## config.mk

```make
export PLATFORM = sky130hd
export DESIGN_NAME = hazard_ctrl
export DESIGN_NICKNAME = d
export VERILOG_FILES = /design/src/rtl/hazard_pkg.sv /design/src/rtl/hazard_scoreboard.sv /design/src/rtl/hazard_ctrl.sv
export SDC_FILE = /design/constraint.sdc
export NUM_CORES = 1
export LEC_CHECK = 0
export ABC_AREA = 0
export CORE_MARGIN = 5
export CORE_UTILIZATION = 42
export CTS_CLUSTER_DIAMETER = 120
export DETAILED_ROUTE_END_ITERATION = 8
export GPL_TIMING_DRIVEN = 1
export PLACE_DENSITY_LB_ADDON = 0.2
export SLEW_MARGIN = 30
export SYNTH_ARGS = -nofsm -noshare
export SYNTH_HDL_FRONTEND = slang
export SYNTH_SLANG_ARGS = --single-unit
```

## constraint.sdc

```tcl
create_clock -name clk -period 3.5 [get_ports clk]
set_clock_uncertainty 0.2 [all_clocks]
set_input_delay 0.875 -clock clk [delete_from_list [all_inputs] [get_ports clk]]
set_output_delay 0.875 -clock clk [all_outputs]
set_load 0.01 [all_outputs]
```

## src/rtl/hazard_pkg.sv

```systemverilog
// hazard_pkg: shared definitions for the ID-stage hazard controller.
//   - MIPS opcodes recognised by the controller (branches and jumps)
//   - REGIMM rt sub-codes (bltz / bgez)
//   - scoreboard entry layout and the branch-kind encoding
//   - decode_branch(): opcode/rt -> branch kind
package hazard_pkg;

  localparam logic [5:0] OPC_REGIMM = 6'b000001;
  localparam logic [5:0] OPC_J      = 6'b000010;
  localparam logic [5:0] OPC_JAL    = 6'b000011;
  localparam logic [5:0] OPC_BEQ    = 6'b000100;
  localparam logic [5:0] OPC_BNE    = 6'b000101;
  localparam logic [5:0] OPC_BLEZ   = 6'b000110;
  localparam logic [5:0] OPC_BGTZ   = 6'b000111;

  localparam logic [4:0] RT_BLTZ = 5'd0;
  localparam logic [4:0] RT_BGEZ = 5'd1;

  localparam int SB_REG_W = 5;

  typedef struct packed {
    logic                v;
    logic [SB_REG_W-1:0] rd;
  } sb_entry_t;

  typedef enum logic [2:0] {
    BR_NONE,
    BR_BEQ,
    BR_BNE,
    BR_BLEZ,
    BR_BGTZ,
    BR_BLTZ,
    BR_BGEZ
  } br_kind_t;

  // REGIMM with an rt code other than bltz/bgez is not treated as a branch,
  // so it can neither stall as a branch nor flush.
  function automatic br_kind_t decode_branch(input logic [5:0] opc,
                                             input logic       rt_is_bltz,
                                             input logic       rt_is_bgez);
    br_kind_t k;
    k = BR_NONE;
    case (opc)
      OPC_BEQ:    k = BR_BEQ;
      OPC_BNE:    k = BR_BNE;
      OPC_BLEZ:   k = BR_BLEZ;
      OPC_BGTZ:   k = BR_BGTZ;
      OPC_REGIMM: begin
        if (rt_is_bltz)      k = BR_BLTZ;
        else if (rt_is_bgez) k = BR_BGEZ;
      end
      default:    k = BR_NONE;
    endcase
    return k;
  endfunction

endpackage

```

## src/rtl/hazard_scoreboard.sv

```systemverilog
// hazard_scoreboard: LOAD_LAT-deep shift register of in-flight loads.
// Entry 0 captures the load leaving EX on each edge; older entries age by one
// position per edge, unconditionally (stall cycles included).
// Ports:
//   clk, rst_n        clock / async active-low reset (clears valid bits)
//   ex_memread, ex_rd load in ID/EX and its destination
//   rs, rt            ID source register fields
//   src_rs, src_rt    which source fields are real reads
//   match             per-entry hit vector (bit k = entry k matches a source)
module hazard_scoreboard
  import hazard_pkg::*;
#(
  parameter int REG_W    = 5,
  parameter int LOAD_LAT = 1
) (
  input  logic                clk,
  input  logic                rst_n,
  input  logic                ex_memread,
  input  logic [REG_W-1:0]    ex_rd,
  input  logic [REG_W-1:0]    rs,
  input  logic [REG_W-1:0]    rt,
  input  logic                src_rs,
  input  logic                src_rt,
  output logic [LOAD_LAT-1:0] match
);

  logic [LOAD_LAT-1:0] sb_v;
  logic [REG_W-1:0]    sb_rd [LOAD_LAT];

  // Loads to $0 never create a dependence, so they enter as invalid.
  always_ff @(posedge clk or negedge rst_n) begin
    if (!rst_n) begin
      sb_v <= '0;
    end else begin
      sb_v[0] <= ex_memread && (ex_rd != '0);
      for (int k = 1; k < LOAD_LAT; k++) sb_v[k] <= sb_v[k-1];
    end
  end

  always_ff @(posedge clk) begin
    sb_rd[0] <= ex_rd;
    for (int k = 1; k < LOAD_LAT; k++) sb_rd[k] <= sb_rd[k-1];
  end

  always_comb begin
    match = '0;
    for (int k = 0; k < LOAD_LAT; k++)
      match[k] = sb_v[k] && ((src_rs && (sb_rd[k] == rs)) ||
                             (src_rt && (sb_rd[k] == rt)));
  end

endmodule

```

## src/rtl/hazard_ctrl.sv

```systemverilog
// hazard_ctrl: ID-stage hazard controller for a 5-stage MIPS pipeline.
// Detects load-use hazards over a configurable load latency, stalls branches
// whose operands are still being produced, resolves branches/jumps in ID and
// counts stall and flush cycles with saturating counters.
// Ports:
//   clk, rst_n               clock / async active-low reset
//   id_opc, id_rs, id_rt     IF/ID instruction fields
//   id_uses_rt               ID instruction reads rt
//   rd1, rd2                 register-file read data (rs, rt)
//   ex_memread, ex_regwrite  ID/EX instruction is a load / writes a register
//   ex_rd                    ID/EX destination register
//   pc_write, if_id_write    PC and IF/ID update enables
//   ctrl_en                  0 injects a zero-control bubble into ID/EX
//   if_flush                 squash IF/ID on the next edge
//   stall_cnt, flush_cnt     saturating performance counters
module hazard_ctrl
  import hazard_pkg::*;
#(
  parameter int DATA_W   = 32,
  parameter int REG_W    = 5,
  parameter int LOAD_LAT = 1,
  parameter int CNT_W    = 16
) (
  input  logic              clk,
  input  logic              rst_n,
  input  logic [5:0]        id_opc,
  input  logic [REG_W-1:0]  id_rs,
  input  logic [REG_W-1:0]  id_rt,
  input  logic              id_uses_rt,
  input  logic [DATA_W-1:0] rd1,
  input  logic [DATA_W-1:0] rd2,
  input  logic              ex_memread,
  input  logic              ex_regwrite,
  input  logic [REG_W-1:0]  ex_rd,
  output logic              pc_write,
  output logic              if_id_write,
  output logic              ctrl_en,
  output logic              if_flush,
  output logic [CNT_W-1:0]  stall_cnt,
  output logic [CNT_W-1:0]  flush_cnt
);

  // An ALU consumer only waits on the youngest LOAD_LAT-1 scoreboard entries;
  // the oldest entry is already forwardable to EX. Empty for LOAD_LAT=1.
  localparam logic [LOAD_LAT-1:0] ALU_MASK = LOAD_LAT'((1 << (LOAD_LAT - 1)) - 1);

  function automatic logic branch_taken(input br_kind_t                 k,
                                        input logic signed [DATA_W-1:0] a,
                                        input logic signed [DATA_W-1:0] b);
    logic t;
    t = 1'b0;
    case (k)
      BR_BEQ:  t = (a == b);
      BR_BNE:  t = (a != b);
      BR_BLEZ: t = (a <= 0);
      BR_BGTZ: t = (a > 0);
      BR_BLTZ: t = (a < 0);
      BR_BGEZ: t = (a >= 0);
      default: t = 1'b0;
    endcase
    return t;
  endfunction

  function automatic logic [CNT_W-1:0] sat_inc(input logic [CNT_W-1:0] c);
    return (&c) ? c : c + CNT_W'(1);
  endfunction

  br_kind_t            br_kind;
  logic                is_branch;
  logic                rs_only;
  logic                is_jump;
  logic                src_rs;
  logic                src_rt;
  logic [LOAD_LAT-1:0] sb_match;
  logic                ex_hit;
  logic                alu_hazard;
  logic                br_hazard;
  logic                stall;
  logic                taken;
  logic                flush;

  // ID decode: which fields are real sources, what kind of control transfer.
  always_comb begin
    br_kind   = decode_branch(id_opc,
                              id_rt == REG_W'(RT_BLTZ),
                              id_rt == REG_W'(RT_BGEZ));
    is_branch = (br_kind != BR_NONE);
    rs_only   = (br_kind == BR_BLEZ) || (br_kind == BR_BGTZ) ||
                (br_kind == BR_BLTZ) || (br_kind == BR_BGEZ);
    is_jump   = (id_opc == OPC_J) || (id_opc == OPC_JAL);
    src_rs    = (id_rs != '0);
    src_rt    = id_uses_rt && (id_rt != '0) && !rs_only;
  end

  hazard_scoreboard #(
    .REG_W   (REG_W),
    .LOAD_LAT(LOAD_LAT)
  ) u_sb (
    .clk       (clk),
    .rst_n     (rst_n),
    .ex_memread(ex_memread),
    .ex_rd     (ex_rd),
    .rs        (id_rs),
    .rt        (id_rt),
    .src_rs    (src_rs),
    .src_rt    (src_rt),
    .match     (sb_match)
  );

  // Hazard combine: branches compare in ID, so they also wait on any ALU
  // producer in EX and on the oldest scoreboard entry.
  always_comb begin
    ex_hit     = (src_rs && (ex_rd == id_rs)) || (src_rt && (ex_rd == id_rt));
    alu_hazard = (ex_memread && ex_hit) || (|(sb_match & ALU_MASK));
    br_hazard  = is_branch && ((ex_regwrite && ex_hit) || (|sb_match));
    stall      = alu_hazard || br_hazard;
    taken      = is_branch && branch_taken(br_kind, $signed(rd1), $signed(rd2));
    flush      = !stall && (taken || is_jump);
  end

  // Enables are forced low for as long as reset is held.
  assign pc_write    = rst_n && !stall;
  assign if_id_write = rst_n && !stall;
  assign ctrl_en     = rst_n && !stall;
  assign if_flush    = rst_n && flush;

  always_ff @(posedge clk or negedge rst_n) begin
    if (!rst_n) begin
      stall_cnt <= '0;
      flush_cnt <= '0;
    end else begin
      if (stall) stall_cnt <= sat_inc(stall_cnt);
      if (flush) flush_cnt <= sat_inc(flush_cnt);
    end
  end

endmodule
```

# Yosys cells after proc, flatten, opt, wreduce, memory -nomap -nowiden
# Memories as Yosys holds them, arrays and structs flattened.
# Index checks and enable logic that the tools add are counted.
# W data, S select, Z words.
[classes]
n_reduce_logical = 35
mux = 4
bitwise_logic = 2
n_eq_ne = 20
n_lt_le_gt_ge = 4
addsub = 2
[op_table]
columns = ["operator", "n"]
rows = [
  ["$add A16 B1 Y16 const B", 2],
  ["$eq A32 B32 Y1", 1],
  ["$ge A32 B1 Y1 const B", 1],
  ["$gt A32 B1 Y1 const B", 1],
  ["$le A32 B1 Y1 const B", 1],
  ["$lt A32 B1 Y1 const B", 1],
  ["$ne A32 B32 Y1", 1],
  ["$reduce_and A16 Y1", 2],
  ["$eq A6 B3 Y1 const B", 4],
  ["$eq A5 B5 Y1", 4],
  ["$logic_and A1 B1 Y1", 15],
  ["$pmux W3 S5", 1],
  ["$reduce_bool A5 Y1", 3],
  ["$eq A6 B2 Y1 const B", 2],
  ["$eq A3 B3 Y1 const B", 3],
  ["$logic_or A1 B1 Y1", 9],
  ["$eq A3 B2 Y1 const B", 2],
  ["$eq A6 B1 Y1 const B", 1],
  ["$mux W3", 2],
  ["$pmux W1 S6", 1],
  ["$eq A5 B1 Y1 const B", 1],
  ["$logic_not A5 Y1", 1],
  ["$reduce_and A2 Y1", 2],
  ["$eq A3 B1 Y1 const B", 1],
  ["other kinds (3)", 5],
]
[totals]
mem_bits_rw = 5
memories = 1
ff_bits = 33
inputBits = 90
[memory_table]
columns = ["memory", "words", "width", "rd", "rd_ports_with_merged_regs", "wr", "line", "text"]
rows = [
  ["u_sb.sb_rd", 1, 5, 1, 0, 1, "hazard_scoreboard.sv:28", "logic [REG_W-1:0] sb_rd [LOAD_LAT];"],
]

# Logic depth before layout (Yosys ltp)
# Gate-level depths: netlist of run 1.
[depth]
depth_word = 19
depth_mapped = 9

# Modules after synthesis
# From an unflattened synthesis of run 1, not the netlist that was laid out.
[hier_totals]
cells_unflattened = 269
hier_area_um2 = 2696.3
[modules_own_cells]
columns = ["module", "n_inst", "seq_area_each_um2", "cells_each", "area_each_um2"]
rows = [
  ["hazard_ctrl", 1, 800.8, 246, 2439.8],
  ["hazard_scoreboard", 1, 125.1, 23, 256.5],
]

# Least setup slack after synthesis of run 1
# OpenSTA, ideal clock, no wires.
[synth_path]
path_kind = "in2out"
from = "input id_rt[1]"
to = "output if_flush"
cell_stages = 6
path_slack_ns = -0.201
arrival_time_ns = 2.626
n_path_buf = 0
required_time_ns = 2.425
cell_sequence = "or4_4 > nor4_2 > nor4_1 > o211ai_2 > and3_1 > a21boi_0"
[synth_between]
elab_chain_cells = 19
[synth_lines]
columns = ["element", "line", "text"]
rows = [
  ["start: declaration", "hazard_ctrl.sv:28", "input logic [REG_W-1:0] id_rt,"],
  ["$eq A5 B1 Y1", "hazard_ctrl.sv:86", "id_rt == REG_W'(RT_BGEZ));"],
  ["$mux W3", "hazard_pkg.sv:50", "else if (rt_is_bgez) k = BR_BGEZ;"],
  ["$mux W3", "hazard_pkg.sv:49", "if (rt_is_bltz) k = BR_BLTZ;"],
  ["$pmux W3 S5", "hazard_pkg.sv:43", "case (opc)"],
  ["$eq A3 B2 Y1 or $eq A3 B3 Y1 (tied branches)", "hazard_ctrl.sv:52, hazard_ctrl.sv:88", ""],
  ["$logic_or A1 B1 Y1 (2 in a row)", "hazard_ctrl.sv:88", "rs_only = (br_kind == BR_BLEZ) || (br_kind == BR_BGTZ) ||"],
  ["$logic_or A1 B1 Y1", "hazard_ctrl.sv:89", "(br_kind == BR_BLTZ) || (br_kind == BR_BGEZ);"],
  ["$logic_not A1 Y1", "hazard_ctrl.sv:92", "src_rt = id_uses_rt && (id_rt != '0) && !rs_only;"],
  ["[... 2 more ...]", "n/a", ""],
  ["$logic_or A1 B1 Y1 (on tied branches)", "hazard_ctrl.sv:113, hazard_scoreboard.sv:48", ""],
  ["$logic_and A1 B1 Y1 (on tied branches)", "hazard_ctrl.sv:115, hazard_scoreboard.sv:48", ""],
  ["$logic_or A1 B1 Y1", "hazard_ctrl.sv:115", "br_hazard = is_branch && ((ex_regwrite && ex_hit) || (|sb_match));"],
  ["$logic_and A1 B1 Y1", "hazard_ctrl.sv:115", ""],
  ["$logic_or A1 B1 Y1", "hazard_ctrl.sv:116", "stall = alu_hazard || br_hazard;"],
  ["$logic_not A1 Y1", "hazard_ctrl.sv:118", "flush = !stall && (taken || is_jump);"],
  ["$logic_and A1 B1 Y1 *", "hazard_ctrl.sv:118", ""],
  ["$logic_and A1 B1 Y1 *", "hazard_ctrl.sv:125", "assign if_flush = rst_n && flush;"],
  ["end: declaration", "hazard_ctrl.sv:38", "output logic if_flush,"],
]
# Mark *: on every way between the ends. The rest lies on a longest branch, timed or not.

# Worst setup path in the final report of run 1
[layout_path]
from = "input rd2[26]"
to = "output if_flush"
[layout_between]
elab_chain_cells = 6
[layout_lines]
columns = ["element", "line", "text"]
rows = [
  ["start: declaration", "hazard_ctrl.sv:31", "input logic [DATA_W-1:0] rd2,"],
  ["$ne A32 B32 Y1 or $eq A32 B32 Y1 (tied branches)", "hazard_ctrl.sv:54, hazard_ctrl.sv:53", ""],
  ["$pmux W1 S6 *", "hazard_ctrl.sv:52", "case (k)"],
  ["$logic_and A1 B1 Y1 *", "hazard_ctrl.sv:117", "taken = is_branch && branch_taken(br_kind, $signed(rd1), $signed(rd2));"],
  ["$logic_or A1 B1 Y1 *", "hazard_ctrl.sv:118", ""],
  ["$logic_and A1 B1 Y1 *", "hazard_ctrl.sv:118", ""],
  ["$logic_and A1 B1 Y1 *", "hazard_ctrl.sv:125", ""],
]
# Marks and branches as above.

==> flow_summary.rst, run 1 <==
.. list-table::
   :header-rows: 1

   * - Metric
     - Value
   * - Most used standard cells in the synthesized netlist
     - 51 x xnor2_1, 33 x dfrtp_1, 31 x xor2_1
   * - Count of different cell masters after synthesis
     - 43
   * - Area overhead of the layout relative to synthesis
     - 76.35%
   * - Post-layout instance count excluding filler cells
     - 520
   * - Inst Count DP
     - 496
   * - Initial drt markers
     - 72
   * - Fin worst setup slack
     - -0.2016 ns
   * - Via density per instance
     - 5.333
   * - Placement-stage worst setup slack
     - -0.9058 ns
   * - Kind of end point of the critical path
     - output pin
   * - Most instantiated library cell after synthesis
     - xnor2_1
   * - Largest net degree at the start of global routing
     - 34
   * - Seq/Total Area, Yosys
     - 0.3432
   * - Met3 wire length
     - 358 µm
   * - Clock period minus final worst setup slack
     - 3.702 ns
   * - Data arrival time of the worst path
     - 2.63 ns
   * - Number of nets still failing antenna checks after routing
     - 0
   * - Max_cap viols
     - 0
   * - Unrepaired setup endpoints after global routing
     - true
   * - Setup CP Type
     - primary input to output pin
   * - Half-perimeter wire length of the detailed placement result
     - 6770 µm
   * - Number of global-route vias before repair
     - 2902
   * - Largest area contributor in the netlist
     - dfrtp_1
   * - Prevailing post-synth register cell
     - dfrtp_1
   * - CTS Sinks
     - 38
   * - Antenna diode count
     - 0
   * - Total standard cell area after synthesis
     - 2698 µm²
   * - Final routed wirelength across all metal layers
     - 9037 µm
   * - Htree depth
     - 2
   * - First-pass iteration count of the detailed router
     - 4
   * - Filler cells
     - 451
   * - # setup viols final
     - 4
   * - Pwr/cell area
     - 269.7 nW/µm²
   * - Hold slack final
     - 0.2852 ns
   * - Ys async rst share
     - 0.8684
   * - Antenna violations before repair
     - 0
   * - Slew @ Worst Pin
     - 0.4803 ns
   * - Final count of hold timing violations
     - 0
   * - Initial standard-cell utilization of the core
     - 0.4273
   * - Tightest Hold Check Type
     - register to register
   * - Insertion delay to the later sink of the worst-skew pair
     - 0.29 ns
   * - Largest fanout of any net on the critical path
     - 2
   * - Worst slew margin relative to its limit
     - 0.6789
   * - Status
     - complete, but fails checks
   * - Maximum clock frequency
     - 270.2 MHz
   * - Critical path launch point
     - rd2[26]
   * - Die Wd
     - 90.14 µm
   * - Area share of the leading cell type in the synthesized netlist
     - 0.3061
   * - Static leakage
     - 2.121 nW
   * - Count of synthesis-stage warnings from yosys
     - 0
   * - Syn avg cell area
     - 9.954 µm²
   * - Clock Path Buffers
     - 2
   * - Final Max Tran Viols
     - 0
   * - DRC errors left
     - 0
   * - Io pins
     - 126
   * - Overflow left after global routing
     - 0
   * - Top post-synthesis cells by area
     - dfrtp_1 31%, xnor2_1 17%, xor2_1 10%, nor4_1 5.8%, a211oi_2 3.7%
   * - Hold bufs inserted after CTS
     - 0
   * - Routed wire length per instance
     - 17.38 µm
   * - Critical hold path startpoint
     - flush_cnt[5]$_DFFE_PN0P_
   * - CTS root buf
     - clkbuf_8
   * - Net count after synthesis
     - 363
   * - Die area
     - 8125 µm²
   * - Startpoint Class
     - primary input
   * - Crit Reg-Reg Startpoint
     - u_sb.sb_rd[0][1]$_DFF_P_
   * - Vias
     - 2773
   * - Core region area
     - 6314 µm²
   * - TritonCTS clock tree
     - yes
   * - M1 WL
     - 3611 µm
   * - Violations in the final reports
     - negative setup slack
   * - Global-route wire length before repair
     - 14590 µm
   * - Port-buffer cells
     - 125
   * - Fraction of final layout cells with drive strength greater than 1
     - 0.2867
   * - Net count reported at finish
     - 534
   * - Highest metal layer used by the detailed router
     - met4
   * - Number of enable-type register cells in the synthesized netlist
     - 0
   * - Cts bufs inserted
     - 5
   * - Met2 routed wirelength
     - 4923 µm
   * - Final worst path period share
     - 1.058
   * - Die outline height
     - 90.14 µm
   * - Area occupied by registers
     - 925.9 µm²
   * - DP Area
     - 4237 µm²
   * - Required time of the critical path
     - 2.42 ns
   * - GRT Total Usage
     - 0.2156
   * - Seq cells post-synth
     - 38
   * - Synthesized netlist cell count
     - 271
   * - Final RePlAce weighted congestion
     - 0.7758
   * - Depth of the worst hold-timing path
     - 1
   * - Final design area excluding fillers
     - 4757 µm²
   * - IR drop worst, VDD
     - 0.3424 mV
   * - FP Rows
     - 29
   * - Multi-input gate area in the final layout
     - 2029 µm²
   * - Clock-pin slew reported for the worst setup and hold paths after clock tree synthesis
     - 0.08 ns
   * - Worst reg2reg path depth
     - 11
sequential cells by signal, summed over array words and instances (netlist names):
signal,flops
u_sb.sb_v,1
stall_cnt,16
u_sb.sb_rd,5
flush_cnt,16
worst max-delay path: stages:
cell	delay [ns]
clkdlybuf4s50_1	0.48
xnor2_1	0.13
nand4_1	0.15
nor4_1	0.23
nand2_1	0.13
o311a_1	0.36
a21boi_2	0.14
buf_2	0.13
power breakdown:
| group | internal (mW) | switching, mW |
|---|---|---|
| logic | 0.247 | 0.173 |
| clock network | 0.158 | 0.157 |
| registers | 0.478 | 0.0690 |
| total | 0.884 | 0.399 |
repair_timing:
item,in CTS,in global routing
gates resized for setup,131,35
setup endpoints to repair,5,34
setup buffers,16,7
cloned,1,0
pin swaps,44,27
hold endpoints to repair,0,0
cells in the final DEF, fill, tap and decap left out, types with 15 or more instances in the layout:
master	count
buf_4	43
xor2_1	31
dlymetal6s2s_1	17
dlygate4sd2_1	49
nor4_2	19
nand4_1	15
nand2_1	21
clkdlybuf4s50_1	48
dfrtp_1	33
xnor2_1	45
area by class of cell:
| type | instances | area share |
|---|---|---|
| clock buffer | 6 | 0.01736 |
| inverter | 6 | 0.004734 |
| multi-input combinational | 220 | 0.4266 |
| timing repair buffer | 171 | 0.3338 |
| clock inverter | 2 | 0.002630 |
| sequential | 38 | 0.1946 |
| tap | 77 | 0.02025 |
cells by family (layout without fill, tap and decap cells):
kind of cell,count (synthesis),count (layout),synth area share
AND/OR/NAND/NOR,107,108,0.2296
XOR/XNOR,82,82,0.2662
flip-flops,38,38,0.3432
AO/OA/AOI/OAI,24,24,0.1085
buffers and inverters,14,185,0.02690
multiplexers,4,4,0.01623
adder cells (fa/ha/maj),2,2,0.009275
final timing paths:
kind                       slack [ns]                        to
setup reg to reg                 0.92  stall_cnt[1]$_DFFE_PN0P_
setup / recovery                -0.20                  if_flush
min in group asynchronous        0.93  flush_cnt[6]$_DFFE_PN0P_
hold / removal                   0.29  flush_cnt[5]$_DFFE_PN0P_
max in group asynchronous        1.86  stall_cnt[2]$_DFFE_PN0P_
hold reg to reg                  0.29  flush_cnt[5]$_DFFE_PN0P_
routing by layer:
metal / GRT usage / vias up
li1: - / 1342
met1: 0.2617 / 1338
met2: 0.4000 / 80
met3: 0.03589 / 13
met4: 0.03970 / 0
met5: 0 / -
through the flow:
step | setup TNS (ns) | total power, mW | utilization
finish | -0.5517 | 1.283 | 0.7535
global route | -0.8510 | 1.349 | 0.7535
CTS | -0.6769 | 1.277 | 0.7323
detailed placement | -8.637 | 0.9601 | 0.6710
global placement | -7.164 | 0.9470 | 0.6710
floorplan | -0.03444 | 0.6903 | -
Note: power is estimated with default switching activity, not from simulation.
==> run 2, diff against run 1 <==
--- a/config.mk
+++ b/config.mk
@@ -7,7 +7,7 @@
 export LEC_CHECK = 0
 export ABC_AREA = 0
 export CORE_MARGIN = 5
-export CORE_UTILIZATION = 42
+export CORE_UTILIZATION = 45
 export CTS_CLUSTER_DIAMETER = 120
 export DETAILED_ROUTE_END_ITERATION = 8
 export GPL_TIMING_DRIVEN = 1
@@ -15,4 +15,6 @@
 export SLEW_MARGIN = 30
 export SYNTH_ARGS = -nofsm -noshare
 export SYNTH_HDL_FRONTEND = slang
+export SYNTH_HIERARCHICAL = 1
 export SYNTH_SLANG_ARGS = --single-unit
+export TNS_END_PERCENT = 50
==> constraint.sdc (replaced) <==
create_clock -name clk -period 4.4 [get_ports clk]
set_clock_uncertainty 0.2 [all_clocks]
set_input_delay 1.1 -clock clk [delete_from_list [all_inputs] [get_ports clk]]
set_output_delay 1.1 -clock clk [all_outputs]
set_load 0.01 [all_outputs]
==> flow_summary.rst, run 2 <==
.. list-table::
   :header-rows: 1

   * - Metric
     - Value
   * - Count of synthesis-stage warnings from yosys
     - 6 (+6)
   * - Most used standard cells in the synthesized netlist
     - 73 x xnor2_1, 33 x dfrtp_1, 29 x nand4_1
   * - Port-buffer cells
     - 125 (unchanged)
   * - Antenna diode count
     - 0 (unchanged)
   * - Largest net degree at the start of global routing
     - 34 (unchanged)
   * - Series of cell instances along the critical path
     - clkdlybuf4s50_1 -> inv_1 -> o41ai_4 -> a21oi_2 -> nand3_1 -> o22ai_2 -> a32oi_4 -> and3_4 -> and2_4 -> buf_6
   * - Core region area
     - 5886 µm² (-6.8%)
   * - Unrepaired setup endpoints after global routing
     - false
   * - Count of different cell masters after synthesis
     - 46 (+7.0%)
   * - Capture instance of the worst register-to-register path
     - stall_cnt[1]$_DFFE_PN0P_
   * - Capture point of the worst path
     - if_flush
   * - Data arrival time of the worst path
     - 3.01 ns (+0.38 ns)
   * - Power dissipated by switching net loads
     - 0.2888 mW (-28%)
   * - GRT Total Usage
     - 0.2311 (+0.01547)
   * - Largest fanout of any net on the critical path
     - 2 (unchanged)
   * - Sw frac
     - 0.2628 (-0.04843)
   * - Cts bufs inserted
     - 5 (unchanged)
   * - Commonest cells after routing, fill and taps aside
     - 117 x clkdlybuf4s50_1, 73 x xnor2_1, 33 x dfrtp_1
   * - Htree depth
     - 2 (unchanged)
   * - Io pins
     - 126 (unchanged)
   * - Hold bufs inserted after CTS
     - 0 (unchanged)
   * - Net count after synthesis
     - 361 (-0.55%)
   * - Pwr/cell area
     - 250.1 nW/µm² (-7.3%)
   * - Worst path slowest cell
     - clkdlybuf4s50_1
   * - Number of nets still failing antenna checks after routing
     - 0 (unchanged)
   * - Global-route wire length before repair
     - 13900 µm (-4.8%)
   * - Area overhead of the layout relative to synthesis
     - 62.97%
   * - Routed wire length per instance
     - 17.03 µm (-2.0%)
   * - Net count reported at finish
     - 515 (-3.6%)
   * - Kind of end point of the critical path
     - output pin
   * - Most instantiated library cell after synthesis
     - xnor2_1
   * - Antenna violations before repair
     - 1 (+1)
   * - Family with the most delay on the worst path
     - compound AO/OA/AOI/OAI gates
   * - Insertion delay to the later sink of the worst-skew pair
     - 0.30 ns (about the same)
   * - CTS root buf
     - clkbuf_8
   * - Number of global-route vias before repair
     - 2860 (-1.4%)
   * - Area share of the leading cell type in the synthesized netlist
     - 0.3063 (about the same)
   * - First-pass iteration count of the detailed router
     - 4 (unchanged)
   * - Combinational group share of total power
     - 0.296 (-0.031)
   * - Crit Reg-Reg Startpoint
     - u_sb/sb_rd[0][1]$_DFF_P_
   * - Worst reg2reg path depth
     - 8 (-3)
   * - Clock-pin slew reported for the worst setup and hold paths after clock tree synthesis
     - 0.08 ns (about the same)
   * - Setup CP Type
     - primary input to output pin
   * - Synthesized netlist cell count
     - 269 (-0.74%)
   * - FP Rows
     - 28 (-3.4%)
   * - Post-layout instance count excluding filler cells
     - 499 (-4.0%)
   * - Prevailing post-synth register cell
     - dfrtp_1
   * - Internal power
     - 0.8102 mW (-8.3%)
   * - Overflow left after global routing
     - 0 (unchanged)
   * - Seq cells post-synth
     - 38 (unchanged)
   * - Final worst path period share
     - 0.9803
   * - Max_cap viols
     - 0 (unchanged)
   * - Clock period minus final worst setup slack
     - 4.313 ns
   * - Half-perimeter wire length of the detailed placement result
     - 6912 µm (+2.1%)
   * - Top post-synthesis cells by area
     - dfrtp_1 31%, xnor2_1 24%, nand4_1 6.7%, nand3_2 4.1%, dfxtp_1 3.7%
   * - Final RePlAce weighted congestion
     - 0.8069 (+4.0%)
   * - IR drop worst, VDD
     - 0.2903 mV (-15%)
   * - Required time of the critical path
     - 3.10 ns (+0.68 ns)
   * - Hold slack final
     - 0.2900 ns (+0.004758 ns)
   * - Worst slew margin relative to its limit
     - 0.7172 (+0.03824)
   * - Via density per instance
     - 5.240 (-1.7%)
   * - Flop-to-flop setup slack
     - 2.05 ns (+1.13 ns)
   * - Static leakage
     - 1.691 nW (-20%)
   * - Commonest non-fill, non-tap cell in the layout
     - clkdlybuf4s50_1
   * - Clock Path Buffers
     - 2 (unchanged)
   * - Fraction of final layout cells with drive strength greater than 1
     - 0.1792 (-0.1074)
   * - TritonCTS clock tree
     - yes
   * - Die area
     - 7640 µm² (-6.0%)
   * - Number of enable-type register cells in the synthesized netlist
     - 0 (unchanged)
   * - Tightest Hold Check Type
     - register to register
   * - Status
     - finished, final reports clean
   * - Critical path launch point
     - id_opc[0]
   * - # setup viols final
     - 0 (-4)
   * - Die outline height
     - 87.41 µm (-3.0%)
   * - Inst Count DP
     - 489 (-1.4%)
   * - Initial drt markers
     - 85 (+18%)
   * - Final routed wirelength across all metal layers
     - 8496 µm (-6.0%)
   * - Count of cell instances traversed by the critical path
     - 10 (+2)
   * - Die Wd
     - 87.41 µm (-3.0%)
   * - Seq/Total Area, Yosys
     - 0.3434 (about the same)
   * - Ys async rst share
     - 0.8684 (unchanged)
   * - Filler cells
     - 449 (-0.44%)
   * - CP max stage delay
     - 0.47 ns (about the same)
   * - CTS Sinks
     - 38 (unchanged)
   * - Proportion of power drawn by flip-flops and latches
     - 0.376 (-0.050)
   * - Initial standard-cell utilization of the core
     - 0.4581 (+0.03085)
   * - Largest area contributor in the netlist
     - dfrtp_1
   * - Vias
     - 2615 (-5.7%)
   * - Final count of hold timing violations
     - 0 (unchanged)
   * - Syn avg cell area
     - 10.02 µm² (+0.70%)
   * - Clock Power Share
     - 0.328 (+0.082)
   * - DRC errors left
     - 0 (unchanged)
   * - Slew @ Worst Pin
     - 0.4243 ns (-0.05602 ns)
   * - Final Max Tran Viols
     - 0 (unchanged)
   * - Regs by FF count
     - flush_cnt: 16 flops, stall_cnt: 16 flops, u_sb/sb_rd: 5 flops
   * - Startpoint Class
     - primary input
   * - Maximum clock frequency
     - 231.8 MHz
   * - Total standard cell area after synthesis
     - 2696 µm² (about the same)
   * - Sum of buffers and inverters on the critical path
     - 3 (+1)
==> run 2: cell count changes in the layout (fill, tap and decap cells not counted), moves of 11 or more <==
cell / before / now
dlymetal6s2s_1: 17 / 1
nand4_1: 15 / 29
xor2_1: 31 / 7
xnor2_1: 45 / 73
nor4_2: 19 / 2
clkdlybuf4s50_1: 48 / 117
buf_4: 43 / 31
dlygate4sd2_1: 49 / 1
nand3_2: 0 / 11
==> run 2: worst min path at each step <==
stage | start | end | slack, ns | depth (start not counted)
floorplan | flush_cnt[7]$_DFFE_PN0P_ | flush_cnt[7]$_DFFE_PN0P_ | 0.32 | 1
detailed placement | stall_cnt[8]$_DFFE_PN0P_ | stall_cnt[8]$_DFFE_PN0P_ | 0.29 | 1
global route | flush_cnt[7]$_DFFE_PN0P_ | flush_cnt[7]$_DFFE_PN0P_ | 0.32 | 1
CTS | flush_cnt[11]$_DFFE_PN0P_ | flush_cnt[11]$_DFFE_PN0P_ | 0.30 | 1
finish | flush_cnt[11]$_DFFE_PN0P_ | flush_cnt[11]$_DFFE_PN0P_ | 0.29 | 1
global placement | stall_cnt[8]$_DFFE_PN0P_ | stall_cnt[8]$_DFFE_PN0P_ | 0.28 | 1
==> run 2: timing repair <==
action                                  CTS  global route
gates resized for setup                  29             7
endpoints found under the setup margin    4             4
setup buffers                             2             0
pin swaps                                 7             2
==> run 2: cell type report <==
| class | instances | area (µm²) | share of cell area |
|---|---|---|---|
| Clock buffer | 5 | 68.82 | 0.01566 |
| Clock inverter | 3 | 68.82 | 0.01566 |
| Inverter | 6 | 22.52 | 0.005125 |
| Multi-Input combinational cell | 215 | 1713 | 0.3898 |
| Sequential cell | 38 | 925.9 | 0.2107 |
| Tap cell | 75 | 93.84 | 0.02136 |
| Timing Repair Buffer | 157 | 1501 | 0.3417 |
==> run 2: cell families (layout without fill, tap and decap cells) <==
family / Yosys count / in the layout / synth area share
muxes: 5 / 5 / 0.02274
DFF: 38 / 38 / 0.3434
xor gates and xnor gates: 80 / 80 / 0.2599
adders and majority gates: 2 / 2 / 0.009279
and+or+nand+nor: 114 / 114 / 0.2691
buffers and inverters: 16 / 171 / 0.03944
AOI/OAI and AO/OA: 14 / 14 / 0.05616
==> run 2: worst reg2reg max path, stage by stage (launching register included) <==
cell and delay (ns):
dfxtp_1 0.34, xnor2_1 0.18, nand4_1 0.14, o22ai_2 0.23
a32oi_4 0.13, buf_4 0.14, buf_4 0.13, a21oi_4 0.36
mux2_2 0.38
==> run 2: metal layers <==
metal	track usage	routed length [µm]	share of wire	vias to the layer above
met1	0.2578	3265	0.38	1247
met3	0.06055	401	0.047	14
met5	0	7	0.00082	-
met2	0.4329	4671	0.55	72
met4	0.05439	151	0.018	2
li1	-	-	-	1280
==> run 2: through the flow <==
stage | util | instance area (µm²) | power, mW | setup WS, ns | TNS [ns]
floorplan | - | 2696 | 0.5343 | 0.4457 | 0
global placement | 0.7107 | 4183 | 0.7264 | -0.4037 | -1.503
detailed placement | 0.7107 | 4183 | 0.7404 | -0.5022 | -1.898
CTS | 0.7400 | 4355 | 1.101 | 0.01071 | 0
global route | 0.7466 | 4394 | 1.146 | 0.003857 | 0
finish | 0.7466 | 4394 | 1.099 | 0.08663 | 0
==> run 2: power groups by stage <==
stage	clock (mW)	combinational, mW	sequential, mW
6_report	0.360	0.325	0.413
2_1_floorplan	0	0.109	0.425
5_1_grt	0.377	0.350	0.419
4_1_cts	0.363	0.325	0.413
3_3_place_gp	0	0.310	0.417
3_5_place_dp	0	0.320	0.420
